File: src/rtl/router_pkg.sv
// Shared router types: scheduler FSM states, grant vectors and channel ids.
package router_pkg;

  localparam int NUM_CH = 4;

  typedef enum logic [1:0] {IDLE, SEND, RTZ} sched_state_t;
  typedef logic [3:0] grant_t;
  typedef logic [1:0] chan_id_t;

  // One-hot grant vector for a channel id.
  function automatic grant_t to_onehot(chan_id_t id);
    return grant_t'(1) << id;
  endfunction

endpackage

File: src/rtl/rr_pick4.sv
// Round-robin picker: first requester after last_win, searched last_win+1 .. last_win+4 (mod 4).
module rr_pick4
  import router_pkg::*;
(
  input  logic [NUM_CH-1:0] req,
  input  chan_id_t          last_win,
  output logic              found,
  output chan_id_t          win
);

  // Scan farthest-to-nearest so the nearest requester after last_win is the last one written.
  always_comb begin
    // NOTE: every output gets a default before the loop, so no path leaves a latch behind.
    found = 1'b0;
    win   = last_win;
    for (int k = NUM_CH; k >= 1; k--) begin
      if (req[last_win + chan_id_t'(k)]) begin
        found = 1'b1;
        win   = last_win + chan_id_t'(k);
      end
    end
  end

endmodule

File: src/rtl/flit_scheduler4.sv
// 4:1 flit scheduler: round-robin with packet locking, 4-phase req/ack on every channel.
module flit_scheduler4
  import router_pkg::*;
#(
  parameter int data_width = 32,
  parameter int TAIL_BIT   = 31
) (
  input  logic                  clk,
  input  logic                  rst,
  input  logic                  inA_req,
  input  logic [data_width-1:0] inA_data,
  output logic                  inA_ack,
  input  logic                  inB_req,
  input  logic [data_width-1:0] inB_data,
  output logic                  inB_ack,
  input  logic                  inC_req,
  input  logic [data_width-1:0] inC_data,
  output logic                  inC_ack,
  input  logic                  inD_req,
  input  logic [data_width-1:0] inD_data,
  output logic                  inD_ack,
  output logic                  out_req,
  output logic [data_width-1:0] out_data,
  input  logic                  out_ack,
  output logic [3:0]            grant,
  output logic                  locked
);

  sched_state_t          state, next_state;
  chan_id_t              win_q;
  chan_id_t              last_win;
  logic [NUM_CH-1:0]     req_vec;
  logic [NUM_CH-1:0]     pick_req;
  logic                  pick_found;
  chan_id_t              pick_win;
  logic [data_width-1:0] pick_data;
  logic                  take;
  logic                  rtz_done;
  grant_t                ack_vec;

  assign req_vec = {inD_req, inC_req, inB_req, inA_req};

  // While a packet is in progress only its owner may compete.
  assign pick_req = locked ? (req_vec & grant) : req_vec;

  rr_pick4 u_pick (
    .req      (pick_req),
    .last_win (last_win),
    .found    (pick_found),
    .win      (pick_win)
  );

  // A new grant is only issued from IDLE once the sink has returned its ack to zero.
  assign take     = (state == IDLE) && !out_ack && pick_found;
  assign rtz_done = (state == RTZ) && !out_ack && !req_vec[win_q];

  // Select the winning channel's flit for capture into out_data.
  always_comb begin
    pick_data = inA_data;
    case (pick_win)
      2'd0:    pick_data = inA_data;
      2'd1:    pick_data = inB_data;
      2'd2:    pick_data = inC_data;
      default: pick_data = inD_data;
    endcase
  end

  // State register.
  always_ff @(posedge clk or posedge rst) begin
    // NOTE: registers take non-blocking assignments so every flop samples pre-edge values.
    if (rst) state <= IDLE;
    else     state <= next_state;
  end

  // Next-state logic for the IDLE -> SEND -> RTZ handshake cycle.
  always_comb begin
    next_state = state;
    case (state)
      IDLE:    if (take)     next_state = SEND;
      SEND:    if (out_ack)  next_state = RTZ;
      RTZ:     if (rtz_done) next_state = IDLE;
      default: next_state = IDLE;
    endcase
  end

  // Flit capture, ownership, lock flag and round-robin pointer.
  always_ff @(posedge clk or posedge rst) begin
    if (rst) begin
      out_data <= '0;
      grant    <= '0;
      win_q    <= '0;
      locked   <= 1'b0;
      last_win <= chan_id_t'(NUM_CH - 1);
    end else begin
      if (take) begin
        out_data <= pick_data;
        grant    <= to_onehot(pick_win);
        win_q    <= pick_win;
      end
      if (rtz_done) begin
        if (out_data[TAIL_BIT]) begin
          locked   <= 1'b0;
          grant    <= '0;
          last_win <= win_q;
        end else begin
          locked   <= 1'b1;
        end
      end
    end
  end

  // Handshake outputs decoded from the registered state; ack only ever goes to the owner.
  always_comb begin
    out_req = (state == SEND);
    ack_vec = (state == RTZ) ? grant : '0;
  end

  assign inA_ack = ack_vec[0];
  assign inB_ack = ack_vec[1];
  assign inC_ack = ack_vec[2];
  assign inD_ack = ack_vec[3];

endmodule
File: config.mk
export PLATFORM = sky130hd
export DESIGN_NAME = flit_scheduler4
export DESIGN_NICKNAME = d
export VERILOG_FILES = /design/src/rtl/router_pkg.sv /design/src/rtl/rr_pick4.sv /design/src/rtl/flit_scheduler4.sv
export SDC_FILE = /design/constraint.sdc
export NUM_CORES = 1
export LEC_CHECK = 0
export CORE_ASPECT_RATIO = 1.1
export CORE_MARGIN = 4
export CORE_UTILIZATION = 38
export DETAILED_ROUTE_END_ITERATION = 10
export MAX_ROUTING_LAYER = met4
export PLACE_DENSITY = 0.87
export SLEW_MARGIN = 20
export SYNTH_ARGS = -nofsm -noshare
export SYNTH_HDL_FRONTEND = slang
export SYNTH_SLANG_ARGS = --single-unit
File: constraint.sdc
create_clock -name clk -period 2.6 [get_ports clk]
set_input_delay 0.26 -clock clk [delete_from_list [all_inputs] [get_ports clk]]
set_output_delay 0.26 -clock clk [all_outputs]
set_load 0.01 [all_outputs]
# --- Word-level counts from Yosys, hierarchy flattened ---
# Index checks and enable logic that the tools add are counted.
op_classes:
  n_lt_le_gt_ge: 5
  n_reduce_logical: 10
  div: 0
  eq_ne: 7
  n_mux: 28
  mul: 0
  bitwise: 1
  shifts: 1
  addsub: 3
op_table:
  columns: ["operator", "count"]
  rows:
  - ["32-bit case mux with 3 select lines", 1]
  - ["4-bit two-way mux", 5]
  - ["2-bit by 3-bit < comparator with 1-bit output, second input constant", 5]
  - ["2-bit two-way mux", 6]
  - ["1-bit binary-select mux with 2-bit select", 5]
  - ["1-bit two-way mux", 10]
  - ["2-bit case mux with 3 select lines", 1]
  - ["2-bit adder, second input constant", 2]
  - ["4-bit AND", 1]
  - ["2-bit by 1-bit == test with 1-bit output, second input constant", 2]
  - ["2-bit == test, second input constant", 2]
  - ["1-bit logical AND", 4]
  - ["2-bit zero test", 2]
  - ["2-bit inequality test, second input constant", 2]
  - ["1-bit by 2-bit left shift with 4-bit output, first input constant", 1]
  - ["3-bit AND reduction", 1]
  - ["2-bit by 1-bit adder with 2-bit output, second input constant", 1]
  - ["1-bit zero test", 2]
  - ["2-bit by 1-bit inequality test with 1-bit output, second input constant", 1]
  - ["2-bit AND reduction", 1]
totals:
  mem_bits_rw: 0
  output_inout_bits: 42
  latchBits: 0
  n_memories: 0
  romBits: 0
  regBits: 43

# --- Longest topological paths before layout ---
# Gate-level depths: netlist of run 1.
logic_depth:
  word_depth: 12
  depth_mapped: 9
  mapped_depth_nobuf: 6

# --- Hierarchy ---
# Synthesis of run 1 repeated with hierarchy kept, for this count alone.
unflattened:
  cells_unflattened: 245
  area_unflattened_um2: 2605.0
by_module_without_submodules:
  columns: ["module", "instances", "cells_each", "seq_area_each_um2", "area_per_inst_um2"]
  rows:
  - ["flit_scheduler4", 1, 231, 1078.5, 2522.4]
  - ["rr_pick4", 1, 14, 0.0, 82.6]

# --- Least setup slack after synthesis of run 1 ---
# No wires, ideal clock.
synth_path:
  kind: "register to register"
  startpoint: "register grant[1]"
  endpoint: "register out_data[10]"
  path_slack_ps: 282
  setup_time_ps: 94
  synth_period_minus_slack_ps: 2318
  n_path_buf: 3
  arrival_time_ps: 2224
  required_time_ps: 2506
  path_stages_with_launch: 10
  cell_sequence: "dfrtp_1 > nand2b_2 > and3_1 > o21a_1 > or4_1 > buf_2 > and2_4 > buf_6 > buf_6 > a221oi_2"
synth_via:
  elab_chain_len: 9
  word_cells_on_any_way: 22
  cone_classes: "eq/ne: 2; mux: 17; bitwise: 1; reduce/logical: 2"
synth_lines:
  columns: ["element", "line", "text"]
  rows:
  - ["start, declared", "flit_scheduler4.sv:25", "output logic [3:0] grant,"]
  - ["start signal, assigned", "flit_scheduler4.sv:97", "grant <= to_onehot(pick_win);"]
  - ["4-bit AND (*)", "flit_scheduler4.sv:44", "assign pick_req = locked ? (req_vec & grant) : req_vec;"]
  - ["4-bit two-way mux (*)", "flit_scheduler4.sv:44", null]
  - ["1-bit binary-select mux with 2-bit select", "rr_pick4.sv:17", "if (req[last_win + chan_id_t'(k)]) begin"]
  - ["1-bit two-way mux (not written as such)", "rr_pick4.sv:17", null]
  - ["2-bit two-way mux / 1-bit two-way mux (equally long branches) (3 in series)", "rr_pick4.sv:17", null]
  - ["2-bit == test, or another cell as far along", "flit_scheduler4.sv:60", "case (pick_win)"]
  - ["32-bit case mux with 3 select lines / 1-bit logical AND (equally long branches)", "flit_scheduler4.sv:60, flit_scheduler4.sv:54", null]
  - ["end signal, assigned", "flit_scheduler4.sv:96", "out_data <= pick_data;"]
  - ["end, declared", "flit_scheduler4.sv:23", "output logic [data_width-1:0] out_data,"]
# Mark *: on every way between the ends. The rest lies on a longest branch, timed or not. The select of a mux whose other input is x is not followed.
# A chain may end at the register's enable or synchronous reset.

# --- Final worst setup path of run 1 ---
layout_path:
  startpoint: "register grant[1]"
  endpoint: "register out_data[29]"
# Same word-level chain as after synthesis.

==> metrics.md, run 1 <==
| Metric | Value |
|---|---|
| Status | complete, no violations |
| Slew Viols, Final | 0 |
| Core ar. | 0.00747 mm² |
| Synth area leaders | dfrtp_1 (35%), a221oi_2 (15%), mux2i_1 (11%) |
| Num CTS Buffers | 5 |
| Total gr overflow | 0 |
| Placed insts | 561 |
| Crit path DAT | 2.60 ns |
| Worst slew pin tran | 0.579 ns |
| Register area share after synthesis | 36.7% |
| R2R Setup Slk | 0.15 ns |
| Period minus WS final | 2.45 ns |
| Setup TNS | 0 ns |
| Worst slew margin | 61.4% |
| Final HPWL DP | 7910 µm |
| # IOs | 177 |
| Worst VDD drop | 0.000611 V |
| Ant. Diodes | 0 |
| MaxCap Viol Count | 0 |
| Syn Area/Cell | 9.95 µm² |
| Worst Setup Start Kind | register |
| CTS Root Cell | clkbuf_8 |
| Most frequent cell after synthesis | dfrtp_1 |
| TritonCTS clock tree | yes |
| CP Max Fanout | 15 |
| Routed Antenna Nets | 0 |
| Unrepaired setup endpoints after global routing | no |
| Largest net degree at the start of global routing | 40 |
| Power density over the cells | 1110 mW/mm² |
| Post-Syn Area | 0.00294 mm² |
| # rows | 33 |
| Synth warn | 0 |
| Crit share post-route | 94.3% |
| Drt pass-1 iters | 4 |
| Die area | 0.00920 mm² |
| Area grow syn2layout | 68.8% |
| Wirelength per Cell | 17.8 µm |
| Clock skew | 0.00621 ns |
| Post-cts resize count | 0 |
| Die W | 91.8 µm |
| Hold Vio Cnt, Final | 0 |
| Post-layout net count | 598 |
| Fillers | 625 |
| Postcts setup bufs | 0 |
| H-Tree Level Count | 2 |
| Post-synth EDFFs | 0 |
| Largest area contributor in the netlist | dfrtp_1 |
| Register clock-pin slew on the reported worst setup and hold paths | 0.08 ns |
| Main synth FF type | dfrtp_1 |
| Post-Route WL | 10100 µm |
| Mapped Cells | 295 |
| PnR Total Power | 5.52 mW |
| Vias in the first global route | 3252 |
| Port bufs | 176 |
| Iteration-0 DRC Markers | 125 |
| Drt via density | 5.40 |
| Via count | 3072 |
| Max Buffers Root-to-Sink | 2 |
| Final GP Congestion | 0.959 |
| Antenna violations before repair | 0 |
| First-pass GRT wire length | 16000 µm |
| Async set-or-reset flop fraction in the synthesized netlist | 100% |
| Detailed-route DRC error count | 0 |
| CP Capture Type | register |
| Die height | 100 µm |
| Total GRT Usage | 22.0% |
| TritonCTS Sinks | 43 |
| Finished Layout Cells | 569 |
| Yosys reg bits | 43 |
| Hold_buf cts | 0 |
| Max Freq | 408 MHz |
| Leak | 2.03 nW |
| Cell variety after synth | 35 |
| Synth cell count leaders | dfrtp_1 (41), nor2_1 (36), a211oi_1 (34), and3_1 (34), mux2i_1 (32) |
| Setup violators final | 0 |
| Synth top area share | 35.0% |
| Worst skew pair latency | 0.29 ns |
| Share of post-route cells with drive strength above 1 | 13.4% |
| Crit path kind | reg -> reg |
| Post-synth net total | 430 |
| Starting density of the core | 39.3% |
| Hold Path Class | in -> async |
| Critical Path RT | 2.75 ns |
## kinds of logic after synthesis
family          share of synthesized area (%)
simple gates                             17.9
compound gates                           27.6
flops                                    36.7
buf+inv                                  5.71
mux                                      12.1
## metrics by stage
step	instance area, µm²	utilization, %	hold slack [ns]	setup slack, ns
after floorplan	2940	-	0.327	0.282
after global placement	4840	64.7	0.464	0.0797
after detailed placement	4840	64.7	0.496	0.0420
after CTS	4950	66.3	0.219	0.140
after global routing	4950	66.3	0.246	0.0839
final	4950	66.3	0.224	0.149
## registers in the layout (all words and copies together), names as in the netlist
name and count:
locked 1, out_data 32, last_win 2, state 2, grant 4, win_q 2
## report_power, final
part	total [mW]	internal, mW	switching [mW]
logic	3.74	1.83	1.91
clock network	0.545	0.311	0.234
registers	1.24	1.01	0.232
## path summary, 6_finish.rpt
path / start / end / cells past startpoint
max: grant[1] / out_data[29] / 7
min: rst / out_data[19] / 2
max reg2reg: grant[1] / out_data[29] / 7
min reg2reg: state[1] / state[0] / 1
max in group asynchronous: rst / last_win[1] / 3
min in group clk: state[1] / state[0] / 1
## area by class of cell
type | count | area, µm² | area share [%]
clock inverter | 2 | 35.0 | 0.707
inverter | 5 | 18.8 | 0.379
multi-input combinational | 217 | 1710 | 34.5
timing repair buffer | 191 | 1900 | 38.3
sequential | 43 | 1080 | 21.8
clock buffer | 6 | 82.6 | 1.67
tap | 105 | 131 | 2.65
## layout by cell type (no fill, tap or decap), types with 2 or more instances in the layout
cell type / n
and2_1: 5
nand2b_1: 2
dfrtp_1: 41
a221oi_1: 3
nand2_1: 8
nor2_1: 36
a221oi_2: 29
buf_4: 13
clkdlybuf4s50_1: 176
inv_1: 4
a21oi_1: 6
nor3_1: 2
o21ai_0: 4
dfstp_2: 2
a211oi_1: 34
buf_12: 2
or3_1: 2
nand3_1: 3
and3_1: 34
clkbuf_8: 6
mux2i_1: 32
## critical path, cell delays in order (launching register included)
cell	delay [ns]
dfrtp_1	0.42
nand2b_2	0.22
and3_1	0.19
o21a_1	0.18
or4_1	0.61
buf_4	0.24
a211oi_1	0.31
a221oi_1	0.15
## layer usage
| metal | part of all wire [%] | up-vias | track usage [%] |
|---|---|---|---|
| met5 | 0 | - | - |
| met4 | 1.8 | 0 | 6.29 |
| met3 | 7.1 | 18 | 4.80 |
| met1 | 39 | 1454 | 25.5 |
| li1 | - | 1461 | - |
| met2 | 52 | 139 | 38.6 |
Power figures use the tool's default switching activity.
==> run 2: changes to the inputs <==
--- a/config.mk
+++ b/config.mk
@@ -7,10 +7,12 @@
 export LEC_CHECK = 0
 export CORE_ASPECT_RATIO = 1.1
 export CORE_MARGIN = 4
-export CORE_UTILIZATION = 38
+export CORE_UTILIZATION = 50
 export DETAILED_ROUTE_END_ITERATION = 10
+export DONT_BUFFER_PORTS = 1
 export MAX_ROUTING_LAYER = met4
-export PLACE_DENSITY = 0.87
+export PLACE_DENSITY = 0.7
+export RECOVER_POWER = 25
 export SLEW_MARGIN = 20
 export SYNTH_ARGS = -nofsm -noshare
 export SYNTH_HDL_FRONTEND = slang
==> constraint.sdc (replaced) <==
create_clock -name clk -period 2.3 [get_ports clk]
set_input_delay 0.23 -clock clk [delete_from_list [all_inputs] [get_ports clk]]
set_output_delay 0.23 -clock clk [all_outputs]
set_load 0.01 [all_outputs]
==> metrics.md, run 2 (synthesis gave the netlist of run 1 again) <==
| Metric | Value |
|---|---|
| Register clock-pin slew on the reported worst setup and hold paths | 0.08 ns (about the same) |
| Pre-CTS setup slack | -0.00637 ns (-0.0484 ns) |
| Max reg flops | 32 (unchanged) |
| Slowest Stage Delay on Critical Path | 0.57 ns (-0.04 ns) |
| Detailed-route DRC error count | 0 (unchanged) |
| Antenna violations before repair | 0 (unchanged) |
| Worst-path cell chain | nand2b_4 > and3_1 > o21a_1 > or4_4 > buf_6 > or3_1 > a21oi_1 |
| Routed Antenna Nets | 0 (unchanged) |
| Worst Hold Slack | 0.0680 ns (-0.156 ns) |
| Die height | 88.4 µm (-12%) |
| Total gr overflow | 0 (unchanged) |
| Critical Path RT | 2.52 ns (-0.23 ns) |
| Internal power | 2.82 mW (-11%) |
| Num CTS Buffers | 5 (unchanged) |
| Crit share post-route | 96.5% (+2.2 points) |
| Worst skew pair latency | 0.30 ns (about the same) |
| Share of post-route cells with drive strength above 1 | 22.1% (+8.7 points) |
| Sequential share of power | 29.4% (+6.9 points) |
| Crit path kind | reg -> reg |
| H-Tree Level Count | 2 (unchanged) |
| CP Capture Type | register |
| CP top delay family | simple AND/OR/NAND/NOR gates |
| Setup violators final | 0 (unchanged) |
| Area of the multi-input gates | 0.00173 mm² (+1.0%) |
| Core ar. | 0.00573 mm² (-23%) |
| Period minus WS final | 2.22 ns (-0.232 ns) |
| Worst slew pin tran | 1.64 ns (+1.06 ns) |
| Finished Layout Cells | 367 (-36%) |
| Worst slew margin | -9.64% (-71 points) |
| Area grow syn2layout | 8.74% |
| Ant. Diodes | 0 (unchanged) |
| Wirelength per Cell | 21.9 µm (+23%) |
| Drt pass-1 iters | 4 (unchanged) |
| MaxCap Viol Count | 1 (+1) |
| Hold Path Class | in -> reg |
| CP Max Fanout | 19 (+4) |
| Logic pwr share | 61.2% (-6.5 points) |
| Drt via density | 6.51 (+21%) |
| Final GP Congestion | 1.01 (+5.8%) |
| Setup TNS | 0 ns (unchanged) |
| Most frequent cells in the layout | dfrtp_1 (40), nor2_1 (36), and3_1 (34), a211oi_1 (34), mux2i_1 (32) |
| Critical-path top delay cell | or4_4 |
| Fillers | 526 (-16%) |
| # IOs | 177 (unchanged) |
| Die area | 0.00716 mm² (-22%) |
| Top flop regs | out_data (32), grant (4) |
| CTS Root Cell | clkbuf_8 |
| Setup slack after layout | 0.0813 ns (-0.0675 ns) |
| Total GRT Usage | 21.8% (-0.26 points) |
| Global Route met1 Usage | 27.1% (+1.6 points) |
| # rows | 29 (-12%) |
| Psw | 2.51 mW (+5.9%) |
| Largest Register | out_data |
| PnR Total Power | 5.33 mW (-3.5%) |
| Unrepaired setup endpoints after global routing | no |
| Leak | 1.35 nW (-33%) |
| Clk pwr share | 9.4% (-0.5 points) |
| Post-Route WL | 8020 µm (-21%) |
| Largest net degree at the start of global routing | 44 (+10%) |
| First-pass GRT wire length | 11500 µm (-28%) |
| Commonest non-fill, non-tap cell in the layout | dfrtp_1 |
| Starting density of the core | 51.2% (+12 points) |
| Gr busiest metal | met2 |
| Final HPWL DP | 5740 µm (-27%) |
| Die W | 81.1 µm (-12%) |
| Met3 GRT Util | 5.19% (+0.40 points) |
| Max Freq | 451 MHz (+10%) |
| Status | finished, violations left |
| TritonCTS clock tree | yes |
| Sw Ratio | 47.1% (+4.2 points) |
| GR Util met2 | 35.3% (-3.4 points) |
| Power density over the cells | 1670 mW/mm² (+50%) |
| Vias in the first global route | 2282 (-30%) |
| FF/Latch Area | 0.00108 mm² (+0.12%) |
| Port bufs | 0 (-100%) |
| Buf/Inv on CP | 1 (unchanged) |
| Via count | 2389 (-22%) |
| Hold Vio Cnt, Final | 0 (unchanged) |
| Placed insts | 358 (-36%) |
| Worst VDD drop | 0.000912 V (+49%) |
| Violated checks | max-capacitance violations, max-slew violations |
| Crit path DAT | 2.44 ns (-0.16 ns) |
| Clock skew | 0.00346 ns (-0.00275 ns) |
| TritonCTS Sinks | 43 (unchanged) |
| Iteration-0 DRC Markers | 91 (-27%) |
| Slew Viols, Final | 44 (+44) |
| Max Buffers Root-to-Sink | 2 (unchanged) |
| Worst Setup Start Kind | register |
| Post-layout net count | 425 (-29%) |
## run 2: area by class of cell
type                       count  area share (%)
clock buffer                   6            2.59
timing repair buffer          17            5.76
inverter                       5           0.588
multi-input combinational    218            54.1
sequential                    43            33.8
clock inverter                 1           0.157
tap                           77            3.02
## run 2: stage by stage
step                      util, %  instance area, µm²
after floorplan                 -                2950
after global placement       53.7                3080
after detailed placement     53.7                3080
after CTS                    55.4                3170
after global routing         55.7                3190
final                        55.7                3190
## run 2: what timing repair did
action | in CTS | in global routing
buffers inserted | 0 | 0
endpoints found under the hold margin | 1 | 0
hold buffers | 1 | 0
gates resized for setup | 0 | 4
setup endpoints to repair | 0 | 27
## run 2: routing by layer
layer | share of wire (%) | vias up
met5 | 0 | -
met2 | 51 | 123
met1 | 39 | 1135
met4 | 1.4 | 0
met3 | 8.5 | 11
li1 | - | 1120
## run 2: path summary, 6_finish.rpt
path / cells after the start / startpoint / slack (ns) / end
max: 7 / grant[1] / 0.08 / grant[0]
min: 1 / out_ack / 0.07 / state[1]
max reg2reg: 7 / grant[1] / 0.08 / grant[0]
min reg2reg: 1 / state[1] / 0.48 / state[0]
max in group asynchronous: 1 / rst / 0.90 / locked
min in group asynchronous: 1 / rst / 0.33 / out_data[16]
## run 2: power groups by stage
stage,logic (mW),registers [mW],clock network (mW)
after detailed placement,3.23,1.58,0
after global routing,3.54,1.61,0.540
after floorplan,2.53,1.51,0
after global placement,3.15,1.58,0
after CTS,3.23,1.57,0.508
final,3.26,1.57,0.502
